[src/rtl/picorv32_mem_arbiter.sv]
`default_nettype none
// +----------------------------------------------------------------------------+
// | Module   : picorv32_mem_arbiter                                            |
// | Purpose  : Round-robin N:1 arbiter for the picorv32 native memory bus with |
// |            registered request/response stages. Optional bus-timeout       |
// |            watchdog enabled by defining PICORV32_ARB_TIMEOUT_EN.           |
// | Revision : 1.0 - initial release                                           |
// +----------------------------------------------------------------------------+
module picorv32_mem_arbiter #(
    parameter int NUM_PORTS      = 2,
    parameter int ADDR_W         = 32,
    parameter int DATA_W         = 32,
    parameter int TIMEOUT_CYCLES = 256
) (
    input  logic                            clk,
    input  logic                            reset,
    input  logic [NUM_PORTS-1:0]            up_valid,
    input  logic [NUM_PORTS-1:0]            up_instr,
    input  logic [NUM_PORTS*ADDR_W-1:0]     up_addr,
    input  logic [NUM_PORTS*DATA_W-1:0]     up_wdata,
    input  logic [NUM_PORTS*DATA_W/8-1:0]   up_wstrb,
    output logic [NUM_PORTS-1:0]            up_ready,
    output logic [DATA_W-1:0]               up_rdata,
    output logic                            mem_valid,
    output logic                            mem_instr,
    output logic [ADDR_W-1:0]               mem_addr,
    output logic [DATA_W-1:0]               mem_wdata,
    output logic [DATA_W/8-1:0]             mem_wstrb,
    input  logic                            mem_ready,
    input  logic [DATA_W-1:0]               mem_rdata,
    output logic                            err_timeout
);

    localparam int STRB_W = DATA_W / 8;
    localparam int IDX_W  = (NUM_PORTS > 1) ? $clog2(NUM_PORTS) : 1;

    typedef enum logic [1:0] {
        S_IDLE = 2'd0,
        S_BUSY = 2'd1,
        S_RESP = 2'd2
    } state_t;

    state_t                 state_q, state_d;
    logic [IDX_W-1:0]       grant_q, grant_d;
    logic [IDX_W-1:0]       last_grant_q, last_grant_d;
    logic                   mem_valid_q, mem_valid_d;
    logic                   mem_instr_q, mem_instr_d;
    logic [ADDR_W-1:0]      mem_addr_q, mem_addr_d;
    logic [DATA_W-1:0]      mem_wdata_q, mem_wdata_d;
    logic [STRB_W-1:0]      mem_wstrb_q, mem_wstrb_d;
    logic [NUM_PORTS-1:0]   up_ready_q, up_ready_d;
    logic [DATA_W-1:0]      up_rdata_q, up_rdata_d;

`ifdef PICORV32_ARB_TIMEOUT_EN
    localparam int CNT_W = $clog2(TIMEOUT_CYCLES) + 1;
    logic [CNT_W-1:0]       cnt_q, cnt_d;
    logic                   err_timeout_q, err_timeout_d;
`else
    logic                   w_unused_cfg;
    assign w_unused_cfg = ^TIMEOUT_CYCLES;
`endif

    logic                   w_pick_found;
    logic [IDX_W-1:0]       w_pick_idx;
    logic [IDX_W-1:0]       w_cand;

    // Walk from the farthest offset down so the nearest requester after last_grant wins.
    always_comb begin
        w_pick_found = 1'b0;
        w_pick_idx   = '0;
        w_cand       = '0;
        for (int i = NUM_PORTS; i >= 1; i--) begin
            w_cand = IDX_W'((int'(last_grant_q) + i) % NUM_PORTS);
            if (up_valid[w_cand]) begin
                w_pick_found = 1'b1;
                w_pick_idx   = w_cand;
            end
        end
    end

    always_comb begin
        state_d      = state_q;
        grant_d      = grant_q;
        last_grant_d = last_grant_q;
        mem_valid_d  = mem_valid_q;
        mem_instr_d  = mem_instr_q;
        mem_addr_d   = mem_addr_q;
        mem_wdata_d  = mem_wdata_q;
        mem_wstrb_d  = mem_wstrb_q;
        up_ready_d   = up_ready_q;
        up_rdata_d   = up_rdata_q;
`ifdef PICORV32_ARB_TIMEOUT_EN
        cnt_d         = cnt_q;
        err_timeout_d = err_timeout_q;
`endif
        case (state_q)
            S_IDLE: begin
                if (w_pick_found) begin
                    grant_d     = w_pick_idx;
                    mem_valid_d = 1'b1;
                    mem_instr_d = up_instr[w_pick_idx];
                    mem_addr_d  = up_addr[w_pick_idx*ADDR_W +: ADDR_W];
                    mem_wdata_d = up_wdata[w_pick_idx*DATA_W +: DATA_W];
                    mem_wstrb_d = up_wstrb[w_pick_idx*STRB_W +: STRB_W];
`ifdef PICORV32_ARB_TIMEOUT_EN
                    cnt_d       = '0;
`endif
                    state_d     = S_BUSY;
                end
            end
            S_BUSY: begin
                if (mem_ready) begin
                    mem_valid_d         = 1'b0;
                    up_rdata_d          = mem_rdata;
                    up_ready_d          = '0;
                    up_ready_d[grant_q] = 1'b1;
                    state_d             = S_RESP;
                end
`ifdef PICORV32_ARB_TIMEOUT_EN
                // Abort looks like a normal completion to the master, flagged by err_timeout.
                else if (cnt_q == CNT_W'(TIMEOUT_CYCLES - 1)) begin
                    mem_valid_d         = 1'b0;
                    up_rdata_d          = '1;
                    up_ready_d          = '0;
                    up_ready_d[grant_q] = 1'b1;
                    err_timeout_d       = 1'b1;
                    state_d             = S_RESP;
                end else begin
                    cnt_d = cnt_q + CNT_W'(1);
                end
`endif
            end
            S_RESP: begin
                up_ready_d   = '0;
                last_grant_d = grant_q;
`ifdef PICORV32_ARB_TIMEOUT_EN
                err_timeout_d = 1'b0;
`endif
                state_d      = S_IDLE;
            end
            default: begin
                state_d = S_IDLE;
            end
        endcase
    end

    always_ff @(posedge clk or posedge reset) begin
        if (reset) begin
            state_q      <= S_IDLE;
            grant_q      <= '0;
            last_grant_q <= IDX_W'(NUM_PORTS - 1);
            mem_valid_q  <= 1'b0;
            mem_instr_q  <= 1'b0;
            mem_addr_q   <= '0;
            mem_wdata_q  <= '0;
            mem_wstrb_q  <= '0;
            up_ready_q   <= '0;
            up_rdata_q   <= '0;
        end else begin
            state_q      <= state_d;
            grant_q      <= grant_d;
            last_grant_q <= last_grant_d;
            mem_valid_q  <= mem_valid_d;
            mem_instr_q  <= mem_instr_d;
            mem_addr_q   <= mem_addr_d;
            mem_wdata_q  <= mem_wdata_d;
            mem_wstrb_q  <= mem_wstrb_d;
            up_ready_q   <= up_ready_d;
            up_rdata_q   <= up_rdata_d;
        end
    end

`ifdef PICORV32_ARB_TIMEOUT_EN
    always_ff @(posedge clk or posedge reset) begin
        if (reset) begin
            cnt_q         <= '0;
            err_timeout_q <= 1'b0;
        end else begin
            cnt_q         <= cnt_d;
            err_timeout_q <= err_timeout_d;
        end
    end
    assign err_timeout = err_timeout_q;
`else
    assign err_timeout = 1'b0;
`endif

    assign up_ready  = up_ready_q;
    assign up_rdata  = up_rdata_q;
    assign mem_valid = mem_valid_q;
    assign mem_instr = mem_instr_q;
    assign mem_addr  = mem_addr_q;
    assign mem_wdata = mem_wdata_q;
    assign mem_wstrb = mem_wstrb_q;

endmodule
`default_nettype wire

[config.mk]
export PLATFORM = sky130hd
export DESIGN_NAME = picorv32_mem_arbiter
export DESIGN_NICKNAME = d
export VERILOG_FILES = /design/src/rtl/picorv32_mem_arbiter.sv
export SDC_FILE = /design/constraint.sdc
export NUM_CORES = 1
export LEC_CHECK = 0
export BUFFER_PORTS_ARGS = -buffer_cell sky130_fd_sc_hd__buf_2
export CAP_MARGIN = 25
export CORE_MARGIN = 3
export CORE_UTILIZATION = 40
export CTS_CLUSTER_SIZE = 24
export DETAILED_ROUTE_END_ITERATION = 7
export GPL_ROUTABILITY_DRIVEN = 0
export PLACE_DENSITY = 0.77
export SLEW_MARGIN = 5
export SYNTH_ARGS = -nofsm -noshare
export SYNTH_HDL_FRONTEND = slang
export SYNTH_SLANG_ARGS = --single-unit
[constraint.sdc]
create_clock -name clk -period 3.5 [get_ports clk]
set_input_delay 0.525 -clock clk [delete_from_list [all_inputs] [get_ports clk]]
set_output_delay 0.525 -clock clk [all_outputs]
set_load 0.01 [all_outputs]
==> results.sh, run 1 <==
export IMPL_worstSetupPathType="reg2reg"
export IMPL_yosys_warnings=0
export IMPL_die_h_um=117.3
export IMPL_antenna_found_initial=0
export IMPL_die_area_um2=13750
export IMPL_critPathSlowestCell="dfstp_2"
export IMPL_startpoint="last_grant_q"
export IMPL_cts_setup_buffers=0
export IMPL_clk_pin_slew_ps=70
export IMPL_min_period_over_period_pct=59.26
export IMPL_grt_pass1_wl_um=17420
export IMPL_clock_sinks=108
export IMPL_end_kind="flip-flop"
export IMPL_avgViaCountPerCell=4.746
export IMPL_start_util_pct=41.07
export IMPL_drive_gt1_share_pct=77.17
export IMPL_status="finished, final reports clean"
export IMPL_cts_root_buf="clkbuf_16"
export IMPL_crit_buf_inv=1
export IMPL_grt_pass1_vias=3636
export IMPL_p_leak_nw=3.325
export IMPL_row_count=40
export IMPL_finalSetupTns_ps=0
export IMPL_syn_avg_cell_area_um2=15.43
export IMPL_drcViolationCount=0
export IMPL_reg2reg_depth=4
export IMPL_fin_nets=770
export IMPL_first_iter_violations=97
export IMPL_reg2reg_from="last_grant_q"
export IMPL_pwr_density_cell_nw_per_um2=819.7
export IMPL_synthCells=321
export IMPL_final_hold_viol_count=0
export IMPL_multi_input_area_um2=2079
export IMPL_core_area_um2=12060
export IMPL_num_fill_cells=1033
export IMPL_hpwlAfterDp_um=9265
export IMPL_ys_types=22
export IMPL_setup_viol=0
export IMPL_grt_max_degree=58
export IMPL_ir_drop_mv=0.4451
export IMPL_r2r_slack_ps=1430
export IMPL_path_cells="a21bo_4 -> buf_12 -> mux2_2 -> mux2_2"
export IMPL_final_cell_mix="278 x buf_2, 150 x mux2_2, 107 x dfrtp_1, 10 x mux2_1, 10 x mux2_4"
export IMPL_synth_net_count=496
export IMPL_yosysSeqAreaShare_pct=54.58
export IMPL_wl_um=11880
export IMPL_path_delay_family="multiplexers"
export IMPL_syn_area_um2=4954
export IMPL_fmax_ghz=0.4822
export IMPL_finalMaxSlewViolations=0
export IMPL_insertion_delay_ps=340
export IMPL_drv_cap=0
export IMPL_post_route_util_pct=56.09
export IMPL_crit_path_max_incr_delay_ps=550
export IMPL_clk_path_buf_depth=2
export IMPL_worst_slew_pin_slew_ps=598.5
export IMPL_port_buffers=278
export IMPL_max_slew_margin_rel_pct=60.10
export IMPL_rsz0062_at_grt="no"
export IMPL_grtUsageTotal_pct=16.31
export IMPL_area_growth_pct=36.57
export IMPL_period_needed_ps=2074
export IMPL_crit_fanout=45
export IMPL_synth_seq_cells=108
export IMPL_die_width_um=117.3
export IMPL_required_ps=3720
export IMPL_regToRegEndpoint="mem_addr[14]"
export IMPL_setup_worst_path_end="mem_addr[14]"
export IMPL_cts_tree="yes"
export IMPL_finalClockSkew_ps=5.509
export IMPL_seq_area_um2=2704
export IMPL_cts_resized=0
export IMPL_antenna_cells=0
export IMPL_worstHoldPathType="in2async"
export IMPL_worstSetupPathDepth=4
export IMPL_cp_start_kind="flip-flop"
export IMPL_cp_arrival_ps=2300
export IMPL_layout_commonest_cell="buf_2"
export IMPL_cts_max_level=3
export IMPL_io_pins=280
export IMPL_grt_overflow=0
export IMPL_detail_route_wl_per_cell_um=15.47
export IMPL_cts_buffers=9
export IMPL_vias=3645
export IMPL_ant_nets=0
export IMPL_ctsHoldBuffers=0
export IMPL_drtPass1Iterations=4
export IMPL_crit_top_cell="mux2_2"
## state kept, by name, summed over array words and instances, names as in the netlist
register,flops
grant_q,1
last_grant_q,1
mem_addr,32
mem_instr,1
mem_valid,1
mem_wdata,32
mem_wstrb,4
state_q,2
up_rdata,32
up_ready,2
## through the flow
step | hold slack [ps] | power [mW] | setup slack, ps | cells | area [um2]
floorplan | 470.8 | 3.699 | 131.1 | 321 | 4954
global placement | 458.1 | 4.547 | 1340 | 751 | 6456
detailed placement | 463.6 | 4.656 | 1286 | 752 | 6484
CTS | 195.6 | 5.633 | 1419 | 768 | 6765
global route | 212.2 | 5.917 | 1342 | 768 | 6765
finish | 192.2 | 5.545 | 1426 | 768 | 6765
## final cells by class
cell class | count | area share (%)
inverters | 5 | 0.3144
flip-flops and latches | 108 | 39.97
repair buffers | 284 | 21.71
well taps | 168 | 3.107
multi-input cells | 187 | 30.74
clock buffers | 13 | 3.847
clock inverters | 3 | 0.3144
## how the worst min path moves through the flow
stage	slack (ps)	cells after the start	from	end
after floorplan	470	2	last_grant_q	last_grant_q
after global placement	460	1	mem_valid	mem_valid
after detailed placement	460	1	mem_valid	mem_valid
after CTS	200	2	reset	mem_instr
after global routing	210	2	reset	mem_instr
final	190	2	reset	mem_instr
## synth_stat cells
library cell | instances | area, um2
a21bo_1 | 1 | 10.01
a21o_1 | 1 | 7.510
a21oi_1 | 1 | 5.000
a22o_1 | 2 | 17.52
a31o_2 | 1 | 8.760
buf_2 | 12 | 60.06
buf_4 | 1 | 7.510
buf_6 | 8 | 90.09
conb_1 | 1 | 3.750
dfrtp_1 | 107 | 2678
dfstp_2 | 1 | 26.28
inv_1 | 5 | 18.77
mux2_1 | 10 | 112.6
mux2_2 | 150 | 1689
mux2_4 | 10 | 150.1
nand2_1 | 2 | 7.510
nand3_1 | 1 | 5.000
nor2_1 | 1 | 3.750
nor3_4 | 1 | 16.27
o21ai_0 | 1 | 5.000
o31ai_1 | 3 | 22.52
o32ai_1 | 1 | 8.760
## power breakdown
group	switching (mW)	internal [mW]	total [mW]	leakage (nW)
Sequential	0.323	1.89	2.21	1.27
Combinational	1.09	1.29	2.37	1.92
Clock	0.434	0.523	0.957	0.136
Total	1.84	3.70	5.55	3.32
## metal layers
layer	up-vias	GRT usage, %	share of wire (%)
met5	-	0	0
met2	174	28.92	52
li1	1689	-	-
met3	18	5.090	9.0
met1	1764	17.98	37
met4	0	6.881	1.9
## cells by family (layout without fill, tap and decap cells)
family	after synthesis	in the layout	share of synthesized area [%]
AO/OA/AOI/OAI	11	11	1.718
buffers and inverters	26	305	3.562
flip-flops	108	108	54.58
multiplexers	170	170	39.40
other	1	1	0.07570
AND/OR/NAND/NOR	5	5	0.6567
Note: power is estimated with default switching activity, not from simulation.
==> inputs of run 2 (changes only) <==
==> constraint.sdc (replaced) <==
create_clock -name clk -period 1.9 [get_ports clk]
set_input_delay 0.285 -clock clk [delete_from_list [all_inputs] [get_ports clk]]
set_output_delay 0.285 -clock clk [all_outputs]
set_load 0.01 [all_outputs]
==> results.sh, run 2 (synthesis results as in run 1) <==
export IMPL_required_ps=2120
export IMPL_final_instance_count_excl_fill=772
export IMPL_cts_root_buf="clkbuf_16"
export IMPL_cts_max_level=3
export IMPL_dpl_cell_count=756
export IMPL_place_area_um2=6558
export IMPL_ant_nets=0
export IMPL_cp_start_kind="flip-flop"
export IMPL_critPathSlowestCell="dfstp_2"
export IMPL_post_place_ws_ps=158.3
export IMPL_grtUsageTotal_pct=16.55
export IMPL_area_growth_pct=38.24
export IMPL_insertion_delay_ps=340
export IMPL_clk_path_buf_depth=2
export IMPL_vias=3679
export IMPL_p_leak_nw=3.357
export IMPL_finalPower_mw=10.37
export IMPL_p_clk_share_pct=17.2
export IMPL_cts_setup_buffers=0
export IMPL_clock_sinks=108
export IMPL_die_area_um2=13750
export IMPL_cp_arrival_ps=1960
export IMPL_max_slew_margin_rel_pct=64.32
export IMPL_antenna_found_initial=0
export IMPL_drv_cap=0
export IMPL_drcViolationCount=0
export IMPL_worstHoldPathType="in2async"
export IMPL_row_count=40
export IMPL_pwr_density_cell_nw_per_um2=1515
export IMPL_final_hold_viol_count=0
export IMPL_setup_slack_ps=157.8
export IMPL_path_delay_family="multiplexers"
export IMPL_wl_um=12130
export IMPL_finalMaxSlewViolations=0
export IMPL_grt_pass1_wl_um=17570
export IMPL_min_period_over_period_pct=91.69
export IMPL_timing_hold_ws_ps=45.79
export IMPL_clk_pin_slew_ps=70
export IMPL_comb_power_share_pct=43.2
export IMPL_rsz0062_at_grt="no"
export IMPL_crit_path_max_incr_delay_ps=540
export IMPL_crit_buf_inv=1
export IMPL_crit_top_cell="mux2_2"
export IMPL_final_cell_area_um2=6848
export IMPL_finalSetupTns_ps=0
export IMPL_crit_fanout=25
export IMPL_io_pins=280
export IMPL_ir_drop_mv=0.8960
export IMPL_period_needed_ps=1742
export IMPL_cts_buffers=9
export IMPL_first_iter_violations=121
export IMPL_grt_pass1_vias=3690
export IMPL_core_area_um2=12060
export IMPL_setup_viol=0
export IMPL_startpoint="last_grant_q"
export IMPL_fmax_ghz=0.5740
export IMPL_p_sw_mw=3.431
export IMPL_drtPass1Iterations=5
export IMPL_hpwlAfterDp_um=9546
export IMPL_grt_overflow=0
export IMPL_die_width_um=117.3
export IMPL_cts_tree="yes"
export IMPL_swShare_pct=33.08
export IMPL_drive_gt1_share_pct=77.48
export IMPL_p_seq_share_pct=39.7
export IMPL_avgViaCountPerCell=4.766
export IMPL_path_cells="a21bo_4 -> buf_12 -> mux2_2 -> mux2_2"
export IMPL_end_kind="flip-flop"
export IMPL_ctsHoldBuffers=0
export IMPL_power_internal_mw=6.941
export IMPL_worst_slew_pin_slew_ps=535.3
export IMPL_finalClockSkew_ps=7.002
export IMPL_post_route_util_pct=56.77
export IMPL_start_util_pct=41.07
export IMPL_worstSetupPathType="reg2reg"
export IMPL_final_cell_mix="278 x buf_2, 150 x mux2_2, 107 x dfrtp_1, 10 x mux2_1, 10 x mux2_4"
export IMPL_status="finished, final reports clean"
export IMPL_reg2reg_from="last_grant_q"
export IMPL_grt_max_degree=67
export IMPL_die_h_um=117.3
export IMPL_cts_resized=0
export IMPL_layout_commonest_cell="buf_2"
export IMPL_detail_route_wl_per_cell_um=15.71
export IMPL_fin_nets=774
export IMPL_antenna_cells=0
export IMPL_port_buffers=278
-- run 2: cell count changes in the layout (fill, tap and decap cells not counted) --
cell / delta
clkbuf_1: -1
inv_4: -1
buf_12: +5
clkbuf_8: +1
buf_16: -1
clkinv_4: -1
clkinvlp_4: +2
-- run 2: final cells by class --
cell class / instances / area (um2)
fill: 969 / 5214
multi-input combinational: 187 / 2079
tap: 168 / 210.2
clock buffer: 13 / 270.3
sequential: 108 / 2704
timing repair buffer: 288 / 1541
inverter: 5 / 22.52
clock inverter: 3 / 20.02
-- run 2: final timing paths --
path / endpoint / slack [ps] / depth (start not counted)
worst max-delay path: mem_wdata[24] / 160 / 4
worst min-delay path: mem_addr[17] / 50 / 3
worst max register to register: mem_wdata[24] / 160 / 4
worst min register to register: mem_valid / 500 / 1
max in group asynchronous: mem_wdata[22] / 1380 / 3
min in group clk: up_rdata[6] / 170 / 2
-- run 2: layer usage --
metal	GRT usage [%]	share of wire, %	up-vias
met5	0	0	-
met4	6.728	1.5	0
met3	5.090	8.9	14
met2	29.49	52	174
met1	18.29	38	1785
li1	-	-	1706
-- run 2: worst min-delay path, stage by stage --
cell and delay [ps]:
buf_2 110, clkinvlp_4 80, buf_12 300
-- run 2: power by group through the flow --
stage	logic [mW]	registers, mW	clock network (mW)
6_report	4.48	4.11	1.78
3_5_place_dp	4.56	4.16	0
4_1_cts	4.58	4.13	1.85
2_1_floorplan	2.21	4.61	0
5_1_grt	4.86	4.26	1.94
3_3_place_gp	4.43	4.08	0
